===== src/rtl/cnr_sar_pkg.sv =====
// Shared types and width helpers for the SAR controller.
package cnr_sar_pkg;

  typedef enum logic [2:0] {
    S_IDLE,
    S_SAMPLE,
    S_COMPARE,
    S_WAIT,
    S_DONE
  } sar_state_e;

  localparam int NBITS_DEF         = 8;
  localparam int SAMPLE_CYCLES_DEF = 2;
  localparam int TIMEOUT_DEF       = 8;

  // One counter serves both the sample hold and the per-bit timeout, so it is
  // sized for whichever of the two needs the larger terminal value.
  function automatic int cnt_w(input int sample_cycles, input int timeout);
    int m;
    m = (sample_cycles > timeout) ? sample_cycles : timeout;
    return ($clog2(m) < 1) ? 1 : $clog2(m);
  endfunction

  function automatic int idx_w(input int nbits);
    return ($clog2(nbits) < 1) ? 1 : $clog2(nbits);
  endfunction

  localparam int CNT_W_DEF = cnt_w(SAMPLE_CYCLES_DEF, TIMEOUT_DEF);
  localparam int IDX_W_DEF = idx_w(NBITS_DEF);

endpackage


===== src/rtl/cnr_sar_cnt.sv =====
// Loadable up/down counter with a terminal-count compare.
module cnr_sar_cnt #(
  parameter int W = 3
) (
  input  logic         CK,
  input  logic         RST_N,
  input  logic         load,
  input  logic [W-1:0] load_val,
  input  logic         en,
  input  logic         up,
  input  logic [W-1:0] tc_val,
  output logic         tc
);

  logic [W-1:0] cnt_q, cnt_d;

  // Load has priority over counting; hold when idle.
  always_comb begin
    cnt_d = cnt_q;
    if (load)    cnt_d = load_val;
    else if (en) cnt_d = up ? cnt_q + W'(1) : cnt_q - W'(1);
  end

  // Counter register.
  always_ff @(posedge CK or negedge RST_N) begin
    if (!RST_N) cnt_q <= '0;
    else        cnt_q <= cnt_d;
  end

  assign tc = (cnt_q == tc_val);

endmodule


===== src/rtl/cnr_sar_ctrl.sv =====
// Successive-approximation controller: sample, then resolve one bit per
// COMPARE/WAIT pair from MSB to LSB, with a per-bit comparator timeout.
module cnr_sar_ctrl
  import cnr_sar_pkg::*;
#(
  parameter int NBITS         = 8,
  parameter int SAMPLE_CYCLES = 2,
  parameter int TIMEOUT       = 8
) (
  input  logic             CK,
  input  logic             RST_N,
  input  logic             START,
  input  logic             CMP_VALID,
  input  logic             CMP_OUT,
  output logic             SAMPLE,
  output logic             CMP_EN,
  output logic [NBITS-1:0] DAC,
  output logic [NBITS-1:0] DOUT,
  output logic             DONE,
  output logic             BUSY,
  output logic             TOUT
);

  localparam int CW = cnt_w(SAMPLE_CYCLES, TIMEOUT);
  localparam int IW = idx_w(NBITS);
  localparam logic [CW-1:0] SMP_LOAD = CW'(SAMPLE_CYCLES - 1);
  localparam logic [CW-1:0] TO_LAST  = CW'(TIMEOUT - 1);

  sar_state_e       state_q, state_d;
  logic [IW-1:0]    idx_q, idx_d;
  logic [NBITS-1:0] dac_q, dac_d;
  logic [NBITS-1:0] dout_q, dout_d;
  logic             tout_q, tout_d;

  logic             cnt_load, cnt_en, cnt_up, cnt_tc;
  logic [CW-1:0]    cnt_val, cnt_tc_val;

  // SAMPLE counts down to 0; WAIT counts up to TIMEOUT-1.
  assign cnt_tc_val = (state_q == S_SAMPLE) ? '0 : TO_LAST;

  cnr_sar_cnt #(.W(CW)) u_cnt (
    .CK       (CK),
    .RST_N    (RST_N),
    .load     (cnt_load),
    .load_val (cnt_val),
    .en       (cnt_en),
    .up       (cnt_up),
    .tc_val   (cnt_tc_val),
    .tc       (cnt_tc)
  );

  // Next-state, bit resolution and counter control.
  always_comb begin
    state_d  = state_q;
    idx_d    = idx_q;
    dac_d    = dac_q;
    dout_d   = dout_q;
    tout_d   = tout_q;
    cnt_load = 1'b0;
    cnt_val  = '0;
    cnt_en   = 1'b0;
    cnt_up   = 1'b0;
    case (state_q)
      S_IDLE: begin
        if (START) begin
          state_d  = S_SAMPLE;
          dac_d    = '0;
          tout_d   = 1'b0;
          cnt_load = 1'b1;
          cnt_val  = SMP_LOAD;
        end
      end
      S_SAMPLE: begin
        if (cnt_tc) begin
          state_d          = S_COMPARE;
          idx_d            = IW'(NBITS - 1);
          dac_d            = '0;
          dac_d[NBITS-1]   = 1'b1;
        end else begin
          cnt_en = 1'b1;
        end
      end
      S_COMPARE: begin
        state_d  = S_WAIT;
        cnt_load = 1'b1;
        cnt_val  = '0;
      end
      S_WAIT: begin
        // A real decision beats a timeout landing in the same cycle.
        if (CMP_VALID) begin
          dac_d[idx_q] = CMP_OUT;
        end else if (cnt_tc) begin
          dac_d[idx_q] = 1'b0;
          tout_d       = 1'b1;
        end else begin
          cnt_en = 1'b1;
          cnt_up = 1'b1;
        end
        if (CMP_VALID || cnt_tc) begin
          if (idx_q == '0) begin
            state_d = S_DONE;
            dout_d  = dac_d;
          end else begin
            idx_d                 = idx_q - IW'(1);
            dac_d[idx_q - IW'(1)] = 1'b1;
            state_d               = S_COMPARE;
          end
        end
      end
      S_DONE:  state_d = S_IDLE;
      default: state_d = S_IDLE;
    endcase
  end

  // State and datapath registers.
  always_ff @(posedge CK or negedge RST_N) begin
    if (!RST_N) begin
      state_q <= S_IDLE;
      idx_q   <= '0;
      dac_q   <= '0;
      dout_q  <= '0;
      tout_q  <= 1'b0;
    end else begin
      state_q <= state_d;
      idx_q   <= idx_d;
      dac_q   <= dac_d;
      dout_q  <= dout_d;
      tout_q  <= tout_d;
    end
  end

  assign SAMPLE = (state_q == S_SAMPLE);
  assign CMP_EN = (state_q == S_COMPARE);
  assign DONE   = (state_q == S_DONE);
  assign BUSY   = (state_q != S_IDLE);
  assign DAC    = dac_q;
  assign DOUT   = dout_q;
  assign TOUT   = tout_q;

endmodule

===== config.mk =====
export PLATFORM = sky130hd
export DESIGN_NAME = cnr_sar_ctrl
export DESIGN_NICKNAME = d
export VERILOG_FILES = /design/src/rtl/cnr_sar_pkg.sv /design/src/rtl/cnr_sar_cnt.sv /design/src/rtl/cnr_sar_ctrl.sv
export SDC_FILE = /design/constraint.sdc
export NUM_CORES = 1
export LEC_CHECK = 0
export ABC_CLOCK_PERIOD_IN_PS = 3350
export CORE_MARGIN = 5
export CORE_UTILIZATION = 62
export DETAILED_ROUTE_END_ITERATION = 6
export DONT_BUFFER_PORTS = 1
export GPL_TIMING_DRIVEN = 1
export PLACE_DENSITY = 0.84
export SKIP_LAST_GASP = 1
export SLEW_MARGIN = 20
export SYNTH_ARGS = -nofsm -noshare
export SYNTH_HDL_FRONTEND = slang
export SYNTH_HIERARCHICAL = 1
export SYNTH_SLANG_ARGS = --single-unit

===== constraint.sdc =====
create_clock -name CK -period 3.35 [get_ports CK]
set_input_delay 0.335 -clock CK [delete_from_list [all_inputs] [get_ports CK]]
set_output_delay 0.335 -clock CK [all_outputs]
set_load 0.02 [all_outputs]

==> flow_metrics.py <==
metrics = {
    "outcome": {
        "outcome": "finished clean",
    },
    "yosys": {
        "ys.flop_type": "dfrtp_1",
        "async_flop_share_pct": 100.0,
        "yosysWarnings": 6,
        "avgSynthCellArea_um2": 9.569,
        "synth_top_cell_area_share_pct": 41.97,
        "syn_inst": 162,
        "synth-edff-count": 0,
        "yosysUniqueCellTypes": 45,
        "yosysMostFrequentCell": "dfrtp_1",
        "seq_area_frac_synth_pct": 41.97,
        "netlist_top_cells_count": "26 x dfrtp_1, 20 x o21ai_0, 12 x nor2_1",
        "ys_ff_latch": 26,
        "synth_area_leader_cell": "dfrtp_1",
        "synth_area_leaders": "dfrtp_1 42%, o21ai_0 6.5%, mux2_2 5.1%",
        "synth_area_um2": 1550,
    },
    "global_routing": {
        "gr-total-overflow": 0,
        "grt_pass1_vias": 1286,
        "track_usage_pct": 21.23,
        "met2_usage_pct": 35.03,
        "global_route.usage.met3_pct": 5.832,
        "grt.busiest_layer": "met2",
        "grt_pass1_wl_mm": 5.775,
        "antenna_found_initial": 0,
        "use_met1_pct": 25.65,
        "grt_max_degree": 27,
    },
    "clock_tree": {
        "hold_buffers": 2,
        "cts_num_sinks": 26,
        "cts_setup_buffers": 0,
        "cts_resized": 0,
        "cts_tree": "yes",
        "clk_pin_slew_ns": 0.15,
        "clock_latency_ns": 0.32,
        "cts_max_path_buffers": 2,
        "root_buffer": "clkbuf_4",
        "htreeDepth": 1,
        "cts_made_buffers": 3,
    },
    "power_and_ir_drop": {
        "p_clk_share_pct": 11.8,
        "p_comb_share_pct": 50.4,
        "p_leak_nw": 0.7180,
        "switching_share_pct": 48.27,
        "internal_power_mw": 0.9337,
        "power_density_nw_per_um2": 1100,
        "seqPwrFrac_pct": 37.9,
        "p_sw_mw": 0.8711,
        "peakVddDrop_mv": 0.5873,
    },
    "sta": {
        "relSlewSlack_pct": 48.20,
        "finalCritPeriodShare_pct": 91.34,
        "slew_violations": 0,
        "skew_ns": 0.01270,
        "hold_ws_ns": 0.2303,
        "max_freq_ghz": 0.3268,
        "period_needed_ns": 3.060,
        "tns_ns": 0,
        "setup_ws_ns": 0.2901,
        "setup_viol": 0,
        "worst_slew_pin_slew_ns": 0.7754,
        "hold_viol": 0,
        "rsz0062_at_grt": "no",
    },
    "run": {
        "maxCapViolCount": 0,
    },
    "layout": {
        "drive_above_1_share_pct": 11.66,
        "final_nets": 172,
        "antenna_cells": 0,
        "area_growth_pct": 5.811,
    },
    "worst_setup_path": {
        "max_stage_delay_ns": 0.50,
        "cp-end-kind": "register",
        "r2r_start": "state_q[2]",
        "critical_path_required_ns": 3.62,
        "reg2reg_depth": 10,
        "worstSetupPathType": "reg -> reg",
        "path_cells": "nor2b_1 -> nand2b_1 -> xor2_1 -> nor3_1 -> nor3_1 -> inv_1 -> fa_1 -> xor2_1 -> or4b_1 -> nand3_1",
        "cp.depth": 10,
        "slowest_stage": "dfrtp_1",
        "cp-startpoint": "state_q[2]",
        "crit_arrival_ns": 3.33,
        "cp_num_buf_inv": 1,
        "critPathMaxFanout": 11,
        "crit_family": "simple AND/OR/NAND/NOR gates",
        "cp-start-kind": "register",
    },
    "routing": {
        "wl_mm": 3.499,
        "drc_errors": 0,
        "wl_per_cell_um": 18.13,
        "firstDrtPassIters": 6,
        "drtIter0Drc": 106,
        "avgViaCountPerCell": 6.461,
        "antenna_left": 0,
        "vias": 1247,
    },
    "worst_hold_path": {
        "min_path_cells": 3,
        "hp-class": "in -> reg",
        "min_from": "CMP_VALID",
    },
    "die": {
        "die_area_um2": 3601,
        "core_area_um2": 2432,
        "row_count": 18,
        "die_w_um": 60.01,
        "pin_count": 26,
        "die-height_um": 60.01,
        "start_util_pct": 63.73,
    },
    "placed_design": {
        "dp_slack_ns": 0.3942,
        "dp_hpwl_mm": 2.575,
        "gp_congestion": 0.8265,
        "portBuffers": 0,
    },
}
[state kept, by name, summed over array words and instances, names as in the netlist]
name	count
idx_q	3
DOUT	8
DAC	8
TOUT	1
u_cnt/cnt_q	3
state_q	3
[metrics by stage]
step	util, %	total power [mW]	instances	area (um^2)
floorplan	-	1.385	163	1554
global placement	64.04	1.513	187	1558
detailed placement	64.04	1.573	187	1558
CTS	67.44	1.802	193	1640
global route	67.44	1.939	193	1640
finish	67.44	1.805	193	1640
[worst paths after layout]
kind | endpoint | slack, ns
hold / removal | TOUT | 0.23
max in group asynchronous | DAC[4] | 2.77
setup reg to reg | u_cnt/cnt_q[2] | 0.29
setup / recovery | u_cnt/cnt_q[2] | 0.29
min in group asynchronous | DAC[3] | 0.43
hold reg to reg | idx_q[0] | 0.61
[cells in the final DEF (no fill, tap or decap), types with 2 or more instances in the layout]
master	Yosys	final
nor3_1	6	6
nor4b_1	2	2
dfrtp_1	26	26
nor2_1	12	12
mux2_2	7	7
a21o_1	2	2
a221o_1	6	6
nand2b_1	4	4
a22oi_1	2	2
conb_1	1	2
inv_1	7	7
mux2i_1	2	2
nand2_1	7	7
nor3b_1	3	3
buf_4	3	3
ha_1	2	2
o21ai_0	20	20
a21oi_1	6	6
o21a_1	2	2
nand3b_1	4	4
nand3_1	4	4
nor4_1	5	5
xor2_1	4	4
clkbuf_4	0	3
[layout make-up]
class | count | area, um^2
clock buffers | 3 | 22.52
clock inverters | 1 | 30.03
inverters | 7 | 26.28
flip-flops and latches | 26 | 650.6
multi-input cells | 121 | 820.8
repair buffers | 5 | 52.55
fillers | 201 | 792.0
well taps | 30 | 37.54
[power by group through the flow]
stage	clock [mW]	sequential, mW	combinational (mW)
floorplan	0	0.635	0.750
CTS	0.219	0.682	0.900
global placement	0	0.682	0.831
global route	0.231	0.705	1.00
detailed placement	0	0.689	0.884
finish	0.212	0.683	0.909
[worst reg2reg max path: cells and delay by family, from the launching register on]
family / cells / cell delay [ns]
xor+xnor: 2 / 0.40
fa+ha+maj: 1 / 0.47
buf+inv: 1 / 0.12
flops: 1 / 0.50
simple gates: 6 / 1.53
[cells by family after synthesis]
family / share of synthesized area [%]
adder cells (fa/ha/maj): 2.905
buffers and inverters: 5.327
XOR/XNOR: 2.825
AND/OR/NAND/NOR: 20.50
other: 0.2419
multiplexers: 7.103
flip-flops: 41.97
AO/OA/AOI/OAI: 19.13
[metal layers]
layer,wire [um],up-vias,part of all wire (%)
li1,-,591,-
met1,1417,608,40
met2,1741,40,50
met3,282,8,8.1
met4,58,0,1.7
met5,0,-,0
Note: power is estimated with default switching activity, not from simulation.
